`config.mk`:
```
export PLATFORM = sky130hd
export DESIGN_NAME = multicycle_sequencer
export DESIGN_NICKNAME = d
export VERILOG_FILES = /design/src/rtl/multicycle_pkg.sv /design/src/rtl/mc_watchdog.sv /design/src/rtl/multicycle_sequencer.sv
export SDC_FILE = /design/constraint.sdc
export NUM_CORES = 1
export LEC_CHECK = 0
export CORE_MARGIN = 2
export CORE_UTILIZATION = 39
export DETAILED_ROUTE_END_ITERATION = 10
export PLACE_DENSITY = 0.81
export SYNTH_ARGS = -nofsm -noshare
export SYNTH_HDL_FRONTEND = slang
export SYNTH_SLANG_ARGS = --single-unit
```
`constraint.sdc`:
```
create_clock -name clock -period 2.13 [get_ports clock]
set_input_delay 0.3195 -clock clock [delete_from_list [all_inputs] [get_ports clock]]
set_output_delay 0.3195 -clock clock [all_outputs]
set_load 0.03 [all_outputs]
```
`src/rtl/multicycle_pkg.sv`:
```
// Shared definitions for the multicycle issue sequencer: opcodes, FSM states,
// instruction field positions and the legal-opcode test.
package multicycle_pkg;

  localparam logic [3:0] OP_GCD  = 4'd1;
  localparam logic [3:0] OP_MUL  = 4'd2;
  localparam logic [3:0] OP_DIV  = 4'd3;
  localparam logic [3:0] OP_MOD  = 4'd4;
  localparam logic [3:0] OP_RAND = 4'd5;

  localparam int OPC_MSB = 7;
  localparam int OPC_LSB = 4;
  localparam int RA_MSB  = 3;
  localparam int RA_LSB  = 2;
  localparam int RB_MSB  = 1;
  localparam int RB_LSB  = 0;

  typedef enum logic [2:0] {
    IDLE  = 3'd0,
    OPS   = 3'd1,
    ISSUE = 3'd2,
    WAIT  = 3'd3,
    WB    = 3'd4
  } state_e;

  function automatic logic is_legal(input logic [3:0] opc);
    return (opc >= OP_GCD) && (opc <= OP_RAND);
  endfunction

endpackage

```
`src/rtl/mc_watchdog.sv`:
```
// WAIT-state watchdog: counts enabled cycles after a clear and flags expiry
// once LIMIT cycles have elapsed. Only instantiated when MC_TIMEOUT_EN is defined.
module mc_watchdog #(
  parameter int LIMIT = 255
) (
  input  logic clock,
  input  logic reset_n,
  input  logic clear,
  input  logic enable,
  output logic expire
);

  localparam logic [7:0] LIMIT_C = 8'(LIMIT);

  logic [7:0] cnt_q;
  logic [7:0] cnt_d;

  always_comb begin
    cnt_d = cnt_q;
    if (clear) begin
      cnt_d = 8'd0;
    end else if (enable && (cnt_q != LIMIT_C)) begin
      cnt_d = cnt_q + 8'd1;
    end
  end

  always_ff @(posedge clock or negedge reset_n) begin
    if (!reset_n) begin
      cnt_q <= 8'd0;
    end else begin
      cnt_q <= cnt_d;
    end
  end

  assign expire = enable && (cnt_q == LIMIT_C);

endmodule

```
`src/rtl/multicycle_sequencer.sv`:
```
// Issue controller for the i281 multicycle unit: fetch operands, start, wait, write back.
// Optional WAIT watchdog compiled in with MC_TIMEOUT_EN.
module multicycle_sequencer
  import multicycle_pkg::*;
#(
  parameter int TIMEOUT_CYCLES = 255
) (
  input  logic       clock,
  input  logic       reset_n,
  input  logic       run,
  input  logic       instr_valid,
  input  logic [7:0] instr,
  output logic       instr_ack,
  output logic       cpu_stall,
  output logic       busy,
  output logic       err,
  output logic [1:0] reg_rd_sel_a,
  output logic [1:0] reg_rd_sel_b,
  input  logic [7:0] reg_rdata_a,
  input  logic [7:0] reg_rdata_b,
  output logic       mc_start,
  output logic [3:0] mc_opcode,
  output logic [7:0] mc_op_a,
  output logic [7:0] mc_op_b,
  input  logic       mc_done,
  input  logic [7:0] mc_result,
  input  logic [3:0] mc_flags,
  output logic       wb_en,
  output logic [1:0] wb_sel,
  output logic [7:0] wb_data,
  output logic       flags_we,
  output logic [3:0] flags_out,
  output state_e     dbg_state
);

  state_e     state_q, state_d;
  logic [7:0] instr_q, instr_d;
  logic [7:0] op_a_q, op_a_d;
  logic [7:0] op_b_q, op_b_d;
  logic [7:0] res_q, res_d;
  logic [3:0] flags_q, flags_d;
  logic       accept;
  logic       legal;
  logic       wd_expire;
  logic       wd_clear;
  logic       wd_enable;

  assign accept   = (state_q == IDLE) && instr_valid && run;
  assign legal    = is_legal(instr[OPC_MSB:OPC_LSB]);
  assign wd_clear  = (state_q == ISSUE);
  assign wd_enable = (state_q == WAIT);

  always_comb begin
    state_d      = state_q;
    instr_d      = instr_q;
    op_a_d       = op_a_q;
    op_b_d       = op_b_q;
    res_d        = res_q;
    flags_d      = flags_q;
    instr_ack    = 1'b0;
    err          = 1'b0;
    mc_start     = 1'b0;
    wb_en        = 1'b0;
    wb_sel       = 2'b00;
    flags_we     = 1'b0;
    reg_rd_sel_a = instr_q[RA_MSB:RA_LSB];
    reg_rd_sel_b = instr_q[RB_MSB:RB_LSB];
    case (state_q)
      IDLE: begin
        reg_rd_sel_a = 2'b00;
        reg_rd_sel_b = 2'b00;
        if (accept) begin
          if (legal) begin
            instr_d      = instr;
            reg_rd_sel_a = instr[RA_MSB:RA_LSB];
            reg_rd_sel_b = instr[RB_MSB:RB_LSB];
            state_d      = OPS;
          end else begin
            err       = 1'b1;
            instr_ack = 1'b1;
          end
        end
      end
      OPS: begin
        // RAND carries its seed in the low instruction nibble instead of registers.
        if (instr_q[OPC_MSB:OPC_LSB] == OP_RAND) begin
          op_a_d = {4'b0000, instr_q[3:0]};
          op_b_d = 8'd0;
        end else begin
          op_a_d = reg_rdata_a;
          op_b_d = reg_rdata_b;
        end
        state_d = ISSUE;
      end
      ISSUE: begin
        mc_start = 1'b1;
        state_d  = WAIT;
      end
      WAIT: begin
        if (mc_done) begin
          res_d   = mc_result;
          flags_d = mc_flags;
          state_d = WB;
        end else if (wd_expire) begin
          err       = 1'b1;
          instr_ack = 1'b1;
          state_d   = IDLE;
        end
      end
      WB: begin
        wb_en     = 1'b1;
        flags_we  = 1'b1;
        instr_ack = 1'b1;
        wb_sel    = (instr_q[OPC_MSB:OPC_LSB] == OP_RAND) ? 2'b00 : instr_q[RA_MSB:RA_LSB];
        state_d   = IDLE;
      end
      default: state_d = IDLE;
    endcase
  end

  always_ff @(posedge clock or negedge reset_n) begin
    if (!reset_n) begin
      state_q <= IDLE;
      instr_q <= 8'd0;
      op_a_q  <= 8'd0;
      op_b_q  <= 8'd0;
      res_q   <= 8'd0;
      flags_q <= 4'd0;
    end else begin
      state_q <= state_d;
      instr_q <= instr_d;
      op_a_q  <= op_a_d;
      op_b_q  <= op_b_d;
      res_q   <= res_d;
      flags_q <= flags_d;
    end
  end

  // Stall combinationally in the accept cycle so the CPU never runs past the instruction.
  assign busy      = (state_q != IDLE);
  assign cpu_stall = busy || (accept && legal);
  assign mc_opcode = instr_q[OPC_MSB:OPC_LSB];
  assign mc_op_a   = op_a_q;
  assign mc_op_b   = op_b_q;
  assign wb_data   = res_q;
  assign flags_out = flags_q;
  assign dbg_state = state_q;

`ifdef MC_TIMEOUT_EN
  mc_watchdog #(
    .LIMIT (TIMEOUT_CYCLES)
  ) u_watchdog (
    .clock   (clock),
    .reset_n (reset_n),
    .clear   (wd_clear),
    .enable  (wd_enable),
    .expire  (wd_expire)
  );
`else
  logic unused_wd;
  assign unused_wd = wd_clear ^ wd_enable ^ (^TIMEOUT_CYCLES);
  assign wd_expire = 1'b0;
`endif

endmodule

```
==> run_results.csv <==
group,metric,value,unit
pwr,leakage,1.24,nW
detailed_routing,totalWireLength,4470,um
logic_synthesis,syn-cell-area,1680,um^2
floorplan,die_h,69.6,um
placed_design,pre_cts_slack,-0.135,ns
hold_path,holdCritPathClass,"in2async",
detailed_routing,drtIter0Drc,28,
final_layout,design_area,2790,um^2
logic_synthesis,ys_seq_elements,39,
sta,slew_viol_final,0,
placed_design,dp_hpwl,3320,um
floorplan,die_w,69.6,um
clocking,cts_tree,"yes",
global_routing,grt_first_pass_wirelength,7160,um
sta,fin_crit,2.11,ns
detailed_routing,antenna_left,0,
setup_path,cp-end-kind,"output port",
floorplan,start_util,41.3,%
detailed_routing,wl_per_cell,16.5,um
logic_synthesis,netlist_instances,122,
placed_design,placed_cells,262,
sta,worst_pin_slew,0.843,ns
logic_synthesis,avgSynthCellArea,13.7,um^2
pwr,powerDensity,1600,nW/um^2
final_layout,drive_gt1_share,28.1,%
placed_design,placed_area,2630,um^2
logic_synthesis,syn-num-nets,163,
run,maxCapViolCount,0,
floorplan,rows,23,
clocking,cts.sinks,39,
clocking,clk_pin_slew,0.07,ns
pwr,power,4.45,mW
setup_path,cp.arrival,1.79,ns
logic_synthesis,synth.distinct_cells,31,
clocking,clk_path_buf_depth,2,
floorplan,die-area,4840,um^2
detailed_routing,via_count,1420,
detailed_routing,viasPerCell,5.24,
final_layout,final_cells,271,
sta,rsz0062_at_grt,"true",
sta,clock_skew,0.00845,ns
clocking,cts-htree-levels,2,
logic_synthesis,synth_edf_count,0,
status,status,"completed",
global_routing,grt_pass1_vias,1515,
final_layout,antenna_cells,0,
pwr,irDropWorstVdd,0.982,mV
placed_design,gp_congestion,0.752,
final_layout,nets,261,
logic_synthesis,ys_warn_count,0,
placed_design,io_buffer_count,88,
detailed_routing,firstDrtPassIters,4,
clocking,cts_setup_buffers,0,
global_routing,grtUsageTotal,18.9,%
setup_path,path_max_fanout,3,
sta,final-setup-viol-count,0,
clocking,cts_buffers,5,
logic_synthesis,synth_seq_area_share,58.2,%
sta,setup_slack,0.0186,ns
global_routing,grt_overflow,0,
global_routing,grt_start_max_net_pins,40,
clocking,clock_latency,0.29,ns
setup_path,required,1.81,ns
sta,max-slew-margin-rel,43.8,%
floorplan,core,4060,um^2
final_layout,areaGrowthSynthToFinish,66.1,%
final_layout,final_util,68.6,%
clocking,cts_root_buf,"clkbuf_8",
global_routing,antenna_found_initial,0,
logic_synthesis,synthArstFlopShare,100,%
sta,fmax,0.474,GHz
sta,finalHoldViolations,0,
detailed_routing,route.detailed.drc,0,
logic_synthesis,synth-main-ff-cell,"dfrtp_1",
setup_path,start_kind,"primary input",
sta,period_share,99.1,%
setup_path,path_class,"in2out",
floorplan,io_pins,89,
-- worst paths after layout --
kind                                    from            to  slack [ns]  cells after the start
worst max register to register  dbg_state[1]    mc_op_b[2]        0.17                      4
worst min register to register    mc_op_a[3]    mc_op_a[3]        0.50                      2
worst min-delay path                 reset_n    mc_op_b[7]        0.13                      1
min in group clock                  instr[4]    instr_q[4]        0.42                      2
worst max-delay path                instr[6]     instr_ack        0.02                      6
max in group asynchronous            reset_n  dbg_state[2]        1.47                      1
-- routing by layer --
layer  GRT usage (%)  vias up  part of all wire [%]
li1                -      632                     -
met1            21.9      706                    40
met2            31.8       70                    49
met3            5.52       12                   8.9
met4            9.15        0                   2.5
met5               0        -                     0
-- Yosys cell counts, types with 2 or more instances --
cell type | number | area share [%]
a22o_1 | 16 | 8.4
and3b_1 | 2 | 1.0
buf_4 | 5 | 2.2
buf_6 | 2 | 1.3
clkbuf_1 | 4 | 0.90
dfrtp_1 | 39 | 58
mux2_2 | 16 | 11
mux2_4 | 3 | 2.7
mux2i_1 | 4 | 2.4
nand2_1 | 5 | 1.1
nor2_1 | 2 | 0.45
o21ai_0 | 4 | 1.2
or3_1 | 2 | 0.75
-- what timing repair did --
item | CTS | global route
gates cloned | 0 | 1
setup endpoints to repair | 11 | 7
resized for setup | 16 | 3
pin swaps | 4 | 3
hold buffers | 0 | 0
-- cells in the final DEF (no fill, tap or decap), drive strengths merged, types with 4 or more instances in the layout --
| cell | count |
|---|---|
| mux2i | 4 |
| mux2 | 19 |
| clkbuf | 8 |
| buf | 23 |
| clkdlybuf4s50 | 72 |
| nand2 | 5 |
| o21ai | 4 |
| a22o | 16 |
| dlygate4sd2 | 7 |
| dfrtp | 39 |
-- final cells by class --
type                    instances  area (um^2)
clock buffers                   8          100
well taps                      50         62.6
repair buffers                103          987
flip-flops and latches         39          976
fillers                       282         1270
inverters                       1         3.75
multi-input cells              70          656
-- cells by family after synthesis --
family | synth area share (%)
DFF | 58.2
AOI/OAI and AO/OA | 11.8
muxes | 15.8
and+or+nand+nor | 7.99
buffers and inverters | 6.19
-- state kept, by name, indices dropped and copies added (netlist names) --
signal,flops
flags_out,4
mc_op_b,8
mc_op_a,8
wb_data,8
dbg_state,3
instr_q,8
-- worst max-delay path, cell delays in order --
cell and delay [ns]:
clkdlybuf4s50_1 0.42, or3_4 0.35, buf_4 0.15, a211oi_4 0.26, o21a_1 0.16, buf_6 0.13
-- where the power goes --
group | total, mW | switching [mW] | internal, mW
Sequential | 1.32 | 0.231 | 1.09
Combinational | 2.57 | 1.35 | 1.22
Clock | 0.548 | 0.253 | 0.296
-- through the flow --
stage	setup TNS [ns]	hold slack [ns]
detailed placement	-0.479	0.472
global route	-0.0374	0.207
floorplan	-0.0277	0.0239
global placement	-0.195	0.451
finish	0	0.134
CTS	-0.0376	0.158
(Power assumes the default switching activity.)
==> RTL edit 1, RTL diff (same settings) <==
Add a define of `MC_TIMEOUT_EN`.
--- a/src/rtl/multicycle_sequencer.sv
+++ b/src/rtl/multicycle_sequencer.sv
@@ -2,2 +2,4 @@
 // Optional WAIT watchdog compiled in with MC_TIMEOUT_EN.
+`define MC_TIMEOUT_EN
+
 module multicycle_sequencer
Formal check against the unedited RTL: no difference found for any inputs over 10 cycles, from zero or initial values and one cycle with reset_n low; that may be too few to reach the edited logic, so the function may still have changed.
==> RTL edit 1 against the original RTL <==
  * Worst setup slack improved by 39 ps
  * Sequential cell count rose by 8
  * Cell area rose by 17%
  * Total power rose by 8.5%
  * Synthesized area rose by 28%
  * Non-clock buffer count fell by 1
  * Routed wire length rose by 16%
  * Sequential share of layout area rose by 1.1 points
  * Via count rose by 23%
  * Fmax rose by 1.9%
  * Combinational power rose by 8.2%
  * Die area rose by 26%
  * Critical endpoint is now reg_rd_sel_a[0]
  * Largest power group unchanged
==> RTL edit 1: results (changes against the original RTL) <==
Logic synthesis
  • Post-synth top flop: dfrtp_1
  • Netlist cell types: 43 (+39%)
  • Synth top area cells: dfrtp_1 55%, mux2_2 8.4%, a22o_1 6.5%
  • Syn_nets: 214 (+31%)
  • Synth warn: 0 (unchanged)
  • Gate Count Post-Synth: 172 (+41%)
  • Async SR Flop Fraction: 1.00 (unchanged)
  • Top cell types by occurrence after synthesis: 47 x dfrtp_1, 16 x a22o_1, 16 x mux2_2, 15 x nand2_1, 9 x mux2i_1
  • Seq/Total Area, Yosys: 0.549 (-0.0333)

Cells and area
  • Share of post-route cells with drive strength above 1: 0.235 (-0.0455)
  • Net count, final: 309 (+18%)
  • Layout Cells excl Fill: 338 (+25%)

Clock network
  • CTS resizes: 6 (-10)
  • TritonCTS buffer count: 5 (unchanged)
  • Clock Pin Slew Worst Setup and Hold Paths: 90 ps (+20 ps)
  • Cts hold-fix bufs: 1 (+1)
  • H-tree Lvls: 2 (unchanged)
  • Clock Path Buffers: 2 (unchanged)
  • Number of post-CTS setup repair buffers: 4 (+4)
  • Clock Latency Late Sink: about 300 ps

Drt
  • Routed vias: 1741 (+23%)
  • Routed WL per cell: 15.4 um (-6.8%)
  • Detailed router's first-iteration violation count: 66 (+140%)

Place
  • DP Cell Count: 324 (+24%)
  • Routability-driven placement congestion ratio: 0.834 (+11%)
  • Worst slack, placed: -25.5 ps (+109 ps)
  • Placed Area: 3090 um2 (+17%)
  • Dpl hpwl: 3760 um (+13%)

Critical path
  • Worst path slowest cell: dfrtp_2
  • Reg2Reg Depth: 6 (+2)
  • R2R Setup Slk: 310 ps (+140 ps)
  • Crit path from: dbg_state[0]
  • CP Max Fanout: 8 (+5)
  • Crit path DAT: 1750 ps (-40 ps)
  • Reg2Reg Capture Point: instr_q[2]
  • Critical path endpoint: reg_rd_sel_a[0]
  • Delay-heaviest family, CP: simple AND/OR/NAND/NOR gates
  • Max stage delay on crit path: 440 ps (+20 ps)

Global route
  • First-pass GRT wire length: 8780 um (+23%)
  • Largest net degree at the start of global routing: 24 (-40%)
  • GRT Total Usage: 0.182 (-0.00648)
  • Vias in the first global route: 1823 (+20%)
  • Initial antenna violation count: 0 (unchanged)

Power and ir drop
  • Worst VDD drop: 0.000764 V (-22%)
  • Leakage: 1.45 nW (+17%)
  • Seq pwr: 1.50 mW (+14%)
  • Clock Power: 0.542 mW (-1%)
  • Pwr Total: 4.82 mW (+8.5%)
  • Int Pwr: 2.81 mW (+7.5%)

Timing
  • Min Hold Slack: 493 ps (+359 ps)
  • FMAX: 0.483 GHz (+1.9%)
  • Setup Skew: 6.39 ps (-2.06 ps)
  • Worst slew pin tran: 517 ps (-326 ps)

Worst hold path
  • Worst hold path class: flip-flop to flip-flop
  • Hold Path Depth: 2

Run status
  • Status: finished, final reports clean
RTL edit 1: cell count changes after synthesis, moves of 3 or more:
cell	change
nand2_1	+10
dfrtp_1	+8
nand4_1	+3
inv_1	+3
mux2i_1	+5
RTL edit 1: cell type report:
class	instances	area [um2]
Sequential cell	47	1180
Multi-Input combinational cell	106	896
Fill cell	427	1940
Clock inverter	2	16.3
Inverter	5	18.8
Tap cell	70	87.6
Timing Repair Buffer	102	996
Clock buffer	6	72.6
RTL edit 1: logic make-up (layout without fill, tap and decap cells):
logic type / count (synthesis) / in the layout / synth area share
DFF: 47 / 47 / 0.549
and+or+nand+nor: 40 / 40 / 0.115
AOI/OAI and AO/OA: 36 / 36 / 0.131
muxes: 28 / 28 / 0.147
buffers and inverters: 19 / 115 / 0.0484
adders and majority gates: 1 / 1 / 0.00584
xor gates and xnor gates: 1 / 1 / 0.00409
RTL edit 1: metal layers:
metal	wire length, um	GRT usage
met1	2240	0.235
met5	0	0
met4	93	0.0579
met2	2510	0.295
met3	339	0.0552
==> RTL edit 2, RTL diff (same flow settings) <==
Made on the original files. `instr_q`, `op_a_q`, `op_b_q` and `res_q` no longer have a reset.
--- a/src/rtl/multicycle_sequencer.sv
+++ b/src/rtl/multicycle_sequencer.sv
@@ -123,6 +123,2 @@
       state_q <= IDLE;
-      instr_q <= 8'd0;
-      op_a_q  <= 8'd0;
-      op_b_q  <= 8'd0;
-      res_q   <= 8'd0;
       flags_q <= 4'd0;
@@ -130,8 +126,11 @@
       state_q <= state_d;
-      instr_q <= instr_d;
-      op_a_q  <= op_a_d;
-      op_b_q  <= op_b_d;
-      res_q   <= res_d;
       flags_q <= flags_d;
     end
+  end
+
+  always_ff @(posedge clock) begin
+    instr_q <= instr_d;
+    op_a_q  <= op_a_d;
+    op_b_q  <= op_b_d;
+    res_q   <= res_d;
   end
Formal check against the unedited RTL: not equivalent (a bounded check fails within 4 cycles, from zero or initial values and one cycle with reset_n low).
==> RTL edit 2 against the original RTL <==
  * Fmax is 1.8% higher
  * Critical path type unchanged
  * Sequential cell count unchanged
  * Total power is 28% lower
  * Worst setup slack better by 37 ps
  * Cell area shrank 3.1%
  * Synthesized area is 5.4% lower
  * Register-to-register slack better by 200 ps
  * Sequential share of layout area grew 7.1 points
  * Routed wire length fell by 14%
  * Synthesized cell count fell by 13%
==> RTL edit 2: results (changes against the original RTL) <==
Logic synthesis
  • Netlist cell types: 23 (-26%)
  • Multiplexer area fraction after synthesis: 0.0568 (-0.101)
  • Syn_nets: 147 (-9.8%)
  • Top cell types by occurrence after synthesis: 32 x edfxtp_1, 13 x nand2_1, 12 x nor2b_1, 8 x mux2_2, 7 x dfrtp_1
  • Number of synthesized flops with an enable pin: 32 (+32)
  • Avg Cell Area, Syn: 15.0 um2 (+8.8%)

Cells and area
  • Buffering overhead: 0.348 (-0.00612)
  • Fill count: 269 (-4.6%)
  • Cell area after layout: 2700 um2 (-3.1%)
  • Multi-input combinational area share: 0.155 (-0.0800)
  • Nonclk inv count: 2 (+1)
  • Clk tree area frac: 0.0492 (+0.0132)
  • Share of post-route cells with drive strength above 1: 0.195 (-0.0854)
  • Multi-input comb cells: 58 (-17%)

Critical path
  • Reg2Reg Capture Point: mc_op_a[0]
  • R2R Path Start: instr_q[7]

Power and ir drop
  • Int Pwr: 2.08 mW (-20%)
  • Leakage: 1.07 nW (-14%)

Global route
  • First-pass GRT wire length: 5820 um (-19%)
  • GRT Total Usage: 0.181 (-0.00730)

Clock network
  • CTS resizes: 5 (-11)

Place
  • Routability-driven placement congestion ratio: 0.730 (-2.9%)
  • Worst slack, placed: -24.6 ps (+110 ps)

Timing
  • Min Hold Slack: 296 ps (+162 ps)

Drt
  • Via density: 4.69 (-10%)

Run status
  • Status: finished, final reports clean
-- RTL edit 2: cell types whose count changed in the layout (fill, tap and decap cells not counted), sizes merged, moves of 4 or more --
cell | unedited run | this run
buf | 23 | 17
mux2 | 19 | 8
dfrtp | 39 | 7
edfxtp | 0 | 32
nand2 | 5 | 13
nor2b | 1 | 12
a22o | 16 | 0
mux2i | 4 | 0
-- RTL edit 2: metal layers --
metal | GRT usage | part of all wire | vias up
met5 | 0 | 0 | -
met4 | 0.0842 | 0.022 | 0
met3 | 0.0467 | 0.065 | 7
met2 | 0.332 | 0.54 | 52
met1 | 0.193 | 0.37 | 566
li1 | - | - | 571
-- RTL edit 2: worst max-delay path by stage --
stage                 startpoint              end  slack [ps]  cells past startpoint
CTS                 dbg_state[1]         flags_we          20                      4
floorplan           dbg_state[1]        wb_sel[0]         170                      3
global placement        instr[6]        instr_ack          10                      5
global route            instr[7]  reg_rd_sel_a[1]          -9                      6
finish                  instr[4]        instr_ack          60                      5
detailed placement      instr[6]        instr_ack         -20                      5
